**config.mk**
```make
export PLATFORM = sky130hd
export DESIGN_NAME = banco_registradores_n
export DESIGN_NICKNAME = d
export VERILOG_FILES = /design/src/rtl/banco_registradores_n_pkg.sv /design/src/rtl/banco_registradores_n_registrador_n.sv /design/src/rtl/banco_registradores_n.sv
export SDC_FILE = /design/constraint.sdc
export NUM_CORES = 1
export LEC_CHECK = 0
export CORE_MARGIN = 1.5
export CORE_UTILIZATION = 30
export DETAILED_ROUTE_END_ITERATION = 12
export PLACE_DENSITY = 0.49
export SETUP_SLACK_MARGIN = 0.15
export SYNTH_ARGS = -nofsm -noshare
export SYNTH_HDL_FRONTEND = slang
export SYNTH_SLANG_ARGS = --single-unit
```
**constraint.sdc**
```tcl
create_clock -name clk -period 3.7 [get_ports clk]
set_input_delay 0.74 -clock clk [delete_from_list [all_inputs] [get_ports clk]]
set_output_delay 0.74 -clock clk [all_outputs]
set_load 0.02 [all_outputs]
```
**src/rtl/banco_registradores_n_pkg.sv**
```systemverilog
// Shared definitions for the ALU datapath: default word width and the
// address-width helper used to size register-file addresses.
package pacote_ula_pkg;

   localparam int LARG_PALAVRA = 8;

   // Never returns less than 1 so a 2-word file still gets a real address bit.
   function automatic int larg_endereco(input int n);
      return (n <= 2) ? 1 : $clog2(n);
   endfunction

endpackage

```
**src/rtl/banco_registradores_n_registrador_n.sv**
```systemverilog
// One WIDTH-bit storage word: synchronous active-high clear, load enable.
module registrador_n #(
   parameter int WIDTH = 8
) (
   input  logic             clk,
   input  logic             reset_i,
   input  logic             load_i,
   input  logic [WIDTH-1:0] d_i,
   output logic [WIDTH-1:0] q_o
);

   logic [WIDTH-1:0] q_q;
   logic [WIDTH-1:0] q_d;

   always_comb begin
      q_d = q_q;
      if (load_i) q_d = d_i;
   end

   always_ff @(posedge clk) begin
      if (reset_i) q_q <= '0;
      else         q_q <= q_d;
   end

   assign q_o = q_q;

endmodule

```
**src/rtl/banco_registradores_n.sv**
```systemverilog
// DEPTH x WIDTH register file, one write port and two independent read
// ports with optional write-to-read forwarding and optional output registers.
module banco_registradores_n
   import pacote_ula_pkg::*;
#(
   parameter int WIDTH    = LARG_PALAVRA,
   parameter int DEPTH    = 8,
   parameter int ADDR_W   = larg_endereco(DEPTH),
   parameter int READ_REG = 0,
   parameter int BYPASS   = 1,
   parameter int ZERO_REG = 0
) (
   input  logic              clk,
   input  logic              reset,
   input  logic              we,
   input  logic [ADDR_W-1:0] waddr,
   input  logic [WIDTH-1:0]  wdata,
   input  logic [ADDR_W-1:0] raddr_a,
   output logic [WIDTH-1:0]  rdata_a,
   input  logic [ADDR_W-1:0] raddr_b,
   output logic [WIDTH-1:0]  rdata_b
);

   logic [DEPTH-1:0][WIDTH-1:0] palavras;
   logic [1:0][ADDR_W-1:0]      raddr_v;
   logic [1:0][WIDTH-1:0]       rdata_v;

   assign raddr_v[0] = raddr_a;
   assign raddr_v[1] = raddr_b;
   assign rdata_a    = rdata_v[0];
   assign rdata_b    = rdata_v[1];

   // Out-of-range write addresses match no word, so they are dropped here.
   for (genvar gi = 0; gi < DEPTH; gi++) begin : g_palavra
      if (ZERO_REG != 0 && gi == 0) begin : g_zero
         assign palavras[gi] = '0;
      end else begin : g_reg
         logic carga;
         assign carga = we && (waddr == ADDR_W'(gi));
         registrador_n #(.WIDTH(WIDTH)) u_reg (
            .clk     (clk),
            .reset_i (reset),
            .load_i  (carga),
            .d_i     (wdata),
            .q_o     (palavras[gi])
         );
      end
   end

   for (genvar gi = 0; gi < 2; gi++) begin : g_porta
      logic [WIDTH-1:0] rd_d;

      // Forwarding is suppressed under reset because that write never lands.
      always_comb begin
         rd_d = '0;
         if (int'(raddr_v[gi]) < DEPTH) begin
            rd_d = palavras[raddr_v[gi]];
            if (BYPASS != 0 && we && !reset && waddr == raddr_v[gi])
               rd_d = wdata;
         end
         if (ZERO_REG != 0 && raddr_v[gi] == '0) rd_d = '0;
      end

      if (READ_REG != 0) begin : g_reg_saida
         logic [WIDTH-1:0] rd_q;
         always_ff @(posedge clk) begin
            if (reset) rd_q <= '0;
            else       rd_q <= rd_d;
         end
         assign rdata_v[gi] = rd_q;
      end else begin : g_comb_saida
         assign rdata_v[gi] = rd_d;
      end
   end

endmodule

```
==> impl_metrics.csv, run 1 <==
group,metric,value,unit
sta,relSlewSlack,53.50,%
floorplanning,start_util,31.24,%
route,first_pass_iters,4,
worst_setup_path,worstPathCellList,"clkdlybuf4s15_2 > bufbuf_16 > buf_4 > mux4_2 > mux2_2 > mux2_2 > dlygate4sd2_1",
floorplanning,num_rows,39,
worst_setup_path,r2r_slack,3.04,ns
sta,clock_skew,0,ns
clocking,holdBufCountCts,0,
cells_and_area,finalNonFillerCells,540,
global_routing,grt_usage,17.85,%
synth,ys_types,24,
route,drtIter0Drc,262,
sta,max_freq,0.2871,GHz
power,power.leakage,0.001768,µW
sta,fin_crit_sh,94.14,%
synth,syn-instance-count,355,
cells_and_area,nNetsFinal,412,
worst_setup_path,critPathCaptureType,"output pin",
power,pwr_density_cell,418.5,mW/mm²
hold_path,min_to,"g_palavra[7].g_reg.u_reg.q_o[4]",
synth,netlist_area,0.003628,mm²
worst_setup_path,critPathLaunchType,"input port",
route,ant_nets,0,
global_routing,grt_max_degree,65,
clocking,clk_latency,0.32,ns
placement,dp_hpwl,6877,µm
worst_setup_path,crit_buf_inv,4,
clocking,path_clk_slew,0.05,ns
route,routed_wl,10960,µm
global_routing,grt_pass1_wl,16900,µm
floorplanning,coreArea,0.01161,mm²
worst_setup_path,crit_required,2.96,ns
clocking,clockBufferDepth,2,
outcome,status,"finished clean",
cells_and_area,largest_reg_flops,64,
clocking,cts_tree,"done",
route,via_per_inst,5.296,
route,avgRoutedWirePerCell,20.30,µm
synth,synth_nets,375,
cells_and_area,multiInputGateArea,0.002166,mm²
run,cap_violations,0,
floorplanning,ios,36,
clocking,htreeDepth,3,
placement,io_buffers,35,
global_routing,overflow,0,
hold_path,min-delay-path-class,"reg2reg",
floorplanning,dieArea,0.01276,mm²
sta,drv_slew,0,
worst_setup_path,crit_arrival,2.74,ns
global_routing,antenna_found_initial,0,
placement,gp_congestion,0.7776,
hold_path,hold_path_depth,2,
route,route.detailed.drc,0,
cells_and_area,diodes,0,
worst_setup_path,crit_top_cell,"mux2_2",
worst_setup_path,crit_type,"in2out",
worst_setup_path,timing.rr.end,"g_palavra[6].g_reg.u_reg.q_o[4]",
floorplanning,die_h,113.0,µm
sta,worst_slew_pin_slew,0.6975,ns
synth,synth_top_area_cell,"dfxtp_1",
cells_and_area,regArea,0.001281,mm²
worst_setup_path,slowest_stage,"mux4_2",
sta,rsz0062_at_grt,"false",
route,vias,2860,
global_routing,first_global_vias,2819,
cells_and_area,layout_commonest_cell,"nand2_1",
placement,dp.cells,521,
worst_setup_path,reg2reg_from,"g_palavra[6].g_reg.u_reg.q_o[4]",
sta,fin_crit,3.483,ns
cells_and_area,drive_above_1_share,26.20,%
worst_setup_path,r2r_cells,2,
cells_and_area,syn_to_final_growth,27.00,%
worst_setup_path,max_stage_delay,0.49,ns
synth,synth_area_leaders,"dfxtp_1 (35%), mux4_2 (14%), mux2_2 (9.6%), nand2_1 (8.3%), mux2i_1 (6.6%)",
cells_and_area,final_cell_mix,"nand2_1 (80), dfxtp_1 (64), a21oi_1 (40)",
sta,setup_viol,0,
synth,seq_area_frac_synth,35.31,%
sta,final.setup.tns,0,ns
synth,synth.top_cell.area_share,35.31,%
sta,finalHoldViolations,0,
worst_setup_path,critical_path.top_delay_family,"multiplexers",
cells_and_area,fill_cells,1137,
synth,synth-seq-cells,64,
clocking,cts_root_buf,"clkbuf_16",
synth,avgSynthCellArea,10.22,µm²
clocking,clock-sinks,64,
worst_setup_path,critPathMaxFanout,7,
power,vdd_drop_max,0.2026,mV
clocking,numCtsBuffers,9,
floorplanning,dieWidth,113.0,µm
hold_path,worstHoldStart,"g_palavra[7].g_reg.u_reg.q_o[4]",
synth,yosysWarnings,0,
==> synth_stat cells (all sizes together) <==
| master | n |
|---|---|
| nor4b | 1 |
| clkbuf | 21 |
| nor2b | 1 |
| mux2i | 24 |
| nand2 | 80 |
| and4b | 3 |
| mux2 | 32 |
| a21oi | 40 |
| and4 | 1 |
| buf | 16 |
| nor2 | 24 |
| xnor2 | 6 |
| mux4 | 32 |
| or4b | 1 |
| dfxtp | 64 |
| nor4bb | 3 |
| nand4 | 3 |
| nand4b | 3 |
==> logic make-up (layout without fill, tap and decap cells) <==
logic type	after synthesis	count (layout)	share of synthesized area (%)
AOI/OAI and AO/OA	40	40	5.517
xor gates and xnor gates	6	6	1.448
buffers and inverters	37	79	5.517
DFF	64	64	35.31
muxes	88	88	37.45
and+or+nand+nor	120	120	14.76
==> area by class of cell <==
class | count | area share (%)
Tap cell | 143 | 3.883
Clock inverter | 5 | 2.254
Multi-Input combinational cell | 254 | 47.00
Sequential cell | 64 | 27.80
Clock buffer | 11 | 5.267
Timing Repair Buffer | 63 | 13.79
==> report_power, final <==
group          internal, µW  leakage [µW]  switching (µW)
Clock                   677      0.000170             310
Combinational           111       0.00108             115
Sequential              704      0.000518            10.8
Total                  1490       0.00177             437
==> tightest hold or removal path: cells and delay by family (launching register included) <==
family,cells,cell delay [ns]
DFF,1,0.32
AOI/OAI and AO/OA,1,0.05
and+or+nand+nor,1,0.05
==> layer usage <==
layer	global-route usage (%)	vias to the layer above	part of all wire [%]
met5	0	-	0
met4	4.000	0	0.59
met3	3.214	9	5.6
met2	28.86	106	47
met1	25.09	1395	47
li1	-	1350	-
==> stage by stage <==
stage	cell area (µm²)	utilization (%)	total power (µW)	worst slack, ns	hold slack [ns]
2_1_floorplan	3628	-	864.6	0.8599	0.4414
3_3_place_gp	4209	36.24	948.5	-0.1266	0.4580
3_5_place_dp	4209	36.24	949.9	-0.1323	0.4645
4_1_cts	4608	39.68	1938	0.2073	0.4714
5_1_grt	4608	39.68	1996	0.1647	0.4858
6_report	4608	39.68	1929	0.2166	0.4704
==> worst max path at each step <==
stage	startpoint	end	slack, ns	cells after the start
2_1_floorplan	raddr_a[2]	rdata_a[0]	0.86	5
3_3_place_gp	raddr_b[0]	rdata_b[7]	-0.13	6
3_5_place_dp	raddr_b[0]	rdata_b[2]	-0.13	6
4_1_cts	raddr_b[0]	rdata_b[7]	0.21	6
5_1_grt	raddr_a[2]	rdata_a[2]	0.16	7
6_report	raddr_a[2]	rdata_a[2]	0.22	7
==> repair_timing <==
| action | in CTS | in global routing |
|---|---|---|
| gates resized for setup | 20 | 0 |
| setup endpoints to repair | 16 | 0 |
| setup buffers | 1 | 0 |
(Power assumes the default switching activity.)
==> run 2, diff against run 1 <==
==> constraint.sdc (replaced) <==
create_clock -name clk -period 3.7 [get_ports clk]
set_input_delay 0.555 -clock clk [delete_from_list [all_inputs] [get_ports clk]]
set_output_delay 0.555 -clock clk [all_outputs]
set_load 0.02 [all_outputs]
==> run 2 against run 1 <==
  * Sequential power about the same
  * Worst hold slack about the same
  * Wire length decreased by 2.1%
  * Design area decreased by 2.0%
  * Sequential cell count unchanged
  * Largest cell class unchanged
  * Core utilization decreased by 0.79 points
==> impl_metrics.csv, run 2 (synthesized netlist as in run 1, its figures left out) <==
group,metric,value,unit
sta,final.setup.tns,0,ns
sta,worst_slew_pin_slew,0.7144,ns
worst_setup_path,crit_arrival,2.92,ns
cells_and_area,largest_reg_flops,64,
floorplanning,die_h,113.0,µm
placement,dpl_worst_slack,0.1783,ns
global_routing,overflow,0,
global_routing,grt_usage,17.89,%
route,first_pass_iters,4,
sta,fin_crit_sh,93.81,%
outcome,status,"finished clean",
placement,io_buffers,35,
sta,clock_skew,0,ns
floorplanning,coreArea,0.01161,mm²
clocking,cts_root_buf,"clkbuf_16",
clocking,htreeDepth,3,
worst_setup_path,worstPathCellList,"clkdlybuf4s50_1 > buf_12 > mux4_1 > mux2_2 > mux2_2 > clkdlybuf4s50_1",
sta,rsz0062_at_grt,"true",
placement,dp_hpwl,7135,µm
sta,drv_slew,0,
clocking,clockBufferDepth,2,
cells_and_area,nNetsFinal,409,
power,vdd_drop_max,0.2079,mV
power,finalPower,1832,µW
sta,fin_crit,3.471,ns
sta,max_freq,0.2881,GHz
placement,gp_congestion,0.7755,
worst_setup_path,crit_required,3.14,ns
global_routing,antenna_found_initial,0,
clocking,path_clk_slew,0.05,ns
cells_and_area,final_cell_mix,"nand2_1 (80), dfxtp_1 (64), a21oi_1 (40)",
worst_setup_path,crit_start,"raddr_b[0]",
route,via_per_inst,5.201,
sta,holdWs,0.4708,ns
cells_and_area,drive_above_1_share,24.87,%
sta,relSlewSlack,51.69,%
run,cap_violations,0,
worst_setup_path,crit_type,"in2out",
worst_setup_path,critPathCaptureType,"output pin",
clocking,clock-sinks,64,
route,route.detailed.drc,0,
floorplanning,ios,36,
sta,finalHoldViolations,0,
worst_setup_path,slowest_stage,"mux4_1",
cells_and_area,final_area,0.004517,mm²
route,ant_nets,0,
sta,setup_viol,0,
power,pwr_density_cell,405.7,mW/mm²
cells_and_area,layout_commonest_cell,"nand2_1",
floorplanning,dieArea,0.01276,mm²
clocking,post-cts-setup-buffer-count,0,
global_routing,first_global_vias,2900,
floorplanning,start_util,31.24,%
global_routing,grt_pass1_wl,16930,µm
cells_and_area,diodes,0,
floorplanning,num_rows,39,
clocking,clk_latency,0.32,ns
route,vias,2793,
sta,final.setup.worst_slack,0.2291,ns
worst_setup_path,max_stage_delay,0.57,ns
placement,dpl_cell_area,0.004197,mm²
route,drtIter0Drc,127,
hold_path,min-delay-path-class,"reg2reg",
power,power.leakage,0.001647,µW
route,routed_wl,10730,µm
worst_setup_path,reg2reg_from,"g_palavra[1].g_reg.u_reg.q_o[2]",
worst_setup_path,critPathMaxFanout,17,
hold_path,worstHoldStart,"g_palavra[7].g_reg.u_reg.q_o[6]",
route,avgRoutedWirePerCell,19.99,µm
floorplanning,dieWidth,113.0,µm
worst_setup_path,critPathLaunchType,"input port",
global_routing,grt_max_degree,65,
clocking,numCtsBuffers,9,
clocking,cts_tree,"done",
cells_and_area,syn_to_final_growth,24.48,%
==> run 2: changes by cell type in the layout (fill, tap and decap cells not counted) <==
| cell | delta |
|---|---|
| clkbuf_1 | +2 |
| bufinv_16 | -1 |
| dlygate4sd2_1 | -17 |
| buf_12 | -1 |
| clkdlybuf4s15_2 | -1 |
| bufbuf_16 | -2 |
| clkdlybuf4s50_1 | +16 |
| dlymetal6s2s_1 | +2 |
| clkinv_4 | -1 |
==> run 2: layout make-up <==
class / count / area [µm²]
fillers: 1157 / 7097
clock buffers: 13 / 250.2
flip-flops and latches: 64 / 1281
multi-input cells: 254 / 2166
clock inverters: 3 / 65.06
well taps: 143 / 178.9
repair buffers: 60 / 575.6
==> run 2: layer usage <==
metal	GRT usage, %	up-vias	share of wire (%)
li1	-	1342	-
met1	23.46	1384	44
met2	29.55	63	50
met3	3.749	4	5.2
met4	6.000	0	0.74
met5	0	-	0
==> run 2: through the flow <==
stage,instances,utilization (%)
after floorplan,355,-
after global placement,521,36.13
after detailed placement,521,36.13
after CTS,537,38.85
after global routing,537,38.89
final,537,38.89
==> run 2: timing repair <==
| item | 4_1_cts | 5_1_grt |
|---|---|---|
| resized for setup | 0 | 2 |
| hold buffers | 0 | 0 |
| endpoints found under the setup margin | 0 | 8 |
==> run 2: report_power, final <==
| group | switching, µW | leakage, µW | internal, µW | total (µW) |
|---|---|---|---|---|
| Combinational | 113 | 0.000975 | 106 | 218 |
| Clock | 291 | 0.000154 | 607 | 898 |
| Sequential | 11.0 | 0.000518 | 705 | 716 |
| Total | 415 | 0.00165 | 1420 | 1830 |
==> run 2: worst paths after layout <==
check,endpoint,slack (ns),cells past startpoint
worst max-delay path,rdata_b[7],0.23,6
worst min-delay path,g_palavra[7].g_reg.u_reg.q_o[6],0.47,2
worst max register to register,g_palavra[1].g_reg.u_reg.q_o[2],3.02,2
worst min register to register,g_palavra[7].g_reg.u_reg.q_o[6],0.47,2
==> run 2: critical path, delay by kind of cell <==
| kind | cells | cell delay, ns |
|---|---|---|
| buf+inv | 3 | 1.25 |
| mux | 3 | 1.10 |
==> run 3, diff against run 2 <==
--- a/config.mk
+++ b/config.mk
@@ -5,10 +5,12 @@
 export SDC_FILE = /design/constraint.sdc
 export NUM_CORES = 1
 export LEC_CHECK = 0
+export CORE_ASPECT_RATIO = 1.2
 export CORE_MARGIN = 1.5
 export CORE_UTILIZATION = 30
 export DETAILED_ROUTE_END_ITERATION = 12
 export PLACE_DENSITY = 0.49
+export RECOVER_POWER = 100
 export SETUP_SLACK_MARGIN = 0.15
 export SYNTH_ARGS = -nofsm -noshare
 export SYNTH_HDL_FRONTEND = slang
==> run 3 against run 2 <==
  * Design area fell by 1.8%
  * Global-route usage fell by 0.57 points
  * Non-clock buffer count fell by 5
  * Wire length shrank 3.5%
  * Clock-buffer cell count is 3 lower
  * Clock power is 6.6% lower
  * Largest cell class unchanged
==> impl_metrics.csv, run 3 (synthesized netlist as in run 1, its figures left out) <==
group,metric,value,unit
sta,drv_slew,0,
cells_and_area,drive_above_1_share,22.88,%
run,cap_violations,0,
cells_and_area,final_cell_mix,"nand2_1 (80), dfxtp_1 (64), a21oi_1 (40)",
power,vdd_drop_max,0.1999,mV
route,first_pass_iters,4,
route,vias,2747,
cells_and_area,nNetsFinal,404,
sta,fin_crit,3.502,ns
hold_path,min-delay-path-class,"reg2reg",
route,route.detailed.drc,0,
clocking,clockBufferDepth,2,
global_routing,antenna_found_initial,0,
clocking,htreeDepth,3,
clocking,clk_latency,0.33,ns
clocking,post-cts-setup-buffer-count,0,
route,drtIter0Drc,158,
placement,gp_congestion,0.8191,
power,power.leakage,0.001599,µW
global_routing,grt_pass1_wl,16040,µm
global_routing,overflow,0,
route,ant_nets,0,
sta,clock_skew,0,ns
sta,max_freq,0.2856,GHz
sta,rsz0062_at_grt,"false",
placement,dpl_cell_area,0.004189,mm²
global_routing,grt_usage,17.32,%
cells_and_area,diodes,0,
sta,worst_slew_pin_slew,0.9455,ns
clocking,numCtsBuffers,9,
outcome,status,"finished clean",
power,pwr_density_cell,397.9,mW/mm²
floorplanning,ios,36,
cells_and_area,syn_to_final_growth,22.28,%
floorplanning,die_h,123.5,µm
clocking,path_clk_slew,0.05,ns
sta,final.setup.tns,0,ns
cells_and_area,layout_commonest_cell,"nand2_1",
floorplanning,coreArea,0.01167,mm²
global_routing,first_global_vias,2825,
floorplanning,dieArea,0.01277,mm²
global_routing,grt_max_degree,65,
placement,dp_hpwl,6719,µm
route,routed_wl,10350,µm
clocking,cts_tree,"done",
worst_setup_path,crit_required,3.14,ns
placement,io_buffers,35,
floorplanning,start_util,31.08,%
route,avgRoutedWirePerCell,18.96,µm
clocking,cts_root_buf,"clkbuf_16",
sta,finalHoldViolations,0,
cells_and_area,largest_reg_flops,64,
worst_setup_path,crit_type,"in2out",
worst_setup_path,critPathMaxFanout,4,
clocking,holdBufCountCts,0,
worst_setup_path,crit_arrival,2.95,ns
cells_and_area,fill_cells,1163,
route,via_per_inst,5.031,
worst_setup_path,critPathCaptureType,"output pin",
cells_and_area,regArea,0.001281,mm²
sta,setup_viol,0,
floorplanning,num_rows,43,
sta,fin_crit_sh,94.65,%
cells_and_area,multiInputGateArea,0.002147,mm²
cells_and_area,final_area,0.004437,mm²
sta,relSlewSlack,36.96,%
floorplanning,dieWidth,103.4,µm
clocking,clock-sinks,64,
worst_setup_path,critPathLaunchType,"input port",
## run 3: cell count changes in the layout (fill, tap and decap cells not counted), sizes merged
cell | before | now
clkdlybuf4s50 | 32 | 28
clkinv | 1 | 5
dlymetal6s2s | 2 | 1
bufinv | 2 | 1
buf | 26 | 17
clkbuf | 13 | 17
dlygate4sd3 | 0 | 2
## run 3: stage by stage
| stage | hold WS [ns] | setup WS [ns] | instances | power, µW | utilization (%) |
|---|---|---|---|---|---|
| after floorplan | 0.4414 | 1.230 | 355 | 864.6 | - |
| after global placement | 0.4544 | 0.2273 | 530 | 945.2 | 35.88 |
| after detailed placement | 0.4606 | 0.1924 | 530 | 946.9 | 35.88 |
| after CTS | 0.4679 | 0.1910 | 546 | 1790 | 38.43 |
| after global routing | 0.4821 | 0.08061 | 546 | 1831 | 38.00 |
| final | 0.4646 | 0.1981 | 546 | 1766 | 38.00 |
## run 3: routing by layer
layer	GRT usage, %	part of all wire (%)
met3	2.996	5.4
met4	6.757	0.77
met2	27.00	51
met1	23.78	43
met5	0	0
## run 3: final cells by class
type | instances | area share [%]
flip-flops and latches | 64 | 28.88
clock buffers | 10 | 5.386
repair buffers | 55 | 11.59
clock inverters | 6 | 1.325
multi-input cells | 254 | 48.39
well taps | 157 | 4.428
## run 3: timing repair
action,4_1_cts,5_1_grt
resized for setup,0,4
setup endpoints to repair,0,4
endpoints found under the hold margin,0,0
## run 3: where the power goes
part	leakage (µW)	switching, µW	total [µW]	internal [µW]
Sequential	0.000518	10.7	715	705
Clock	0.000152	304	839	535
Combinational	0.000930	110	211	101
## run 3: final timing paths
check / startpoint / endpoint / slack (ns) / cells after the start
max reg2reg: g_palavra[4].g_reg.u_reg.q_o[0] / g_palavra[4].g_reg.u_reg.q_o[0] / 3.04 / 2
min: g_palavra[0].g_reg.u_reg.q_o[1] / g_palavra[0].g_reg.u_reg.q_o[1] / 0.46 / 2
min reg2reg: g_palavra[0].g_reg.u_reg.q_o[1] / g_palavra[0].g_reg.u_reg.q_o[1] / 0.46 / 2
max: raddr_a[0] / rdata_a[7] / 0.20 / 5
## run 3: critical path, stage by stage
cell             delay [ns]
dlygate4sd3_1          0.75
mux4_2                 0.54
mux2_2                 0.27
mux2_2                 0.28
clkdlybuf4s50_1        0.55
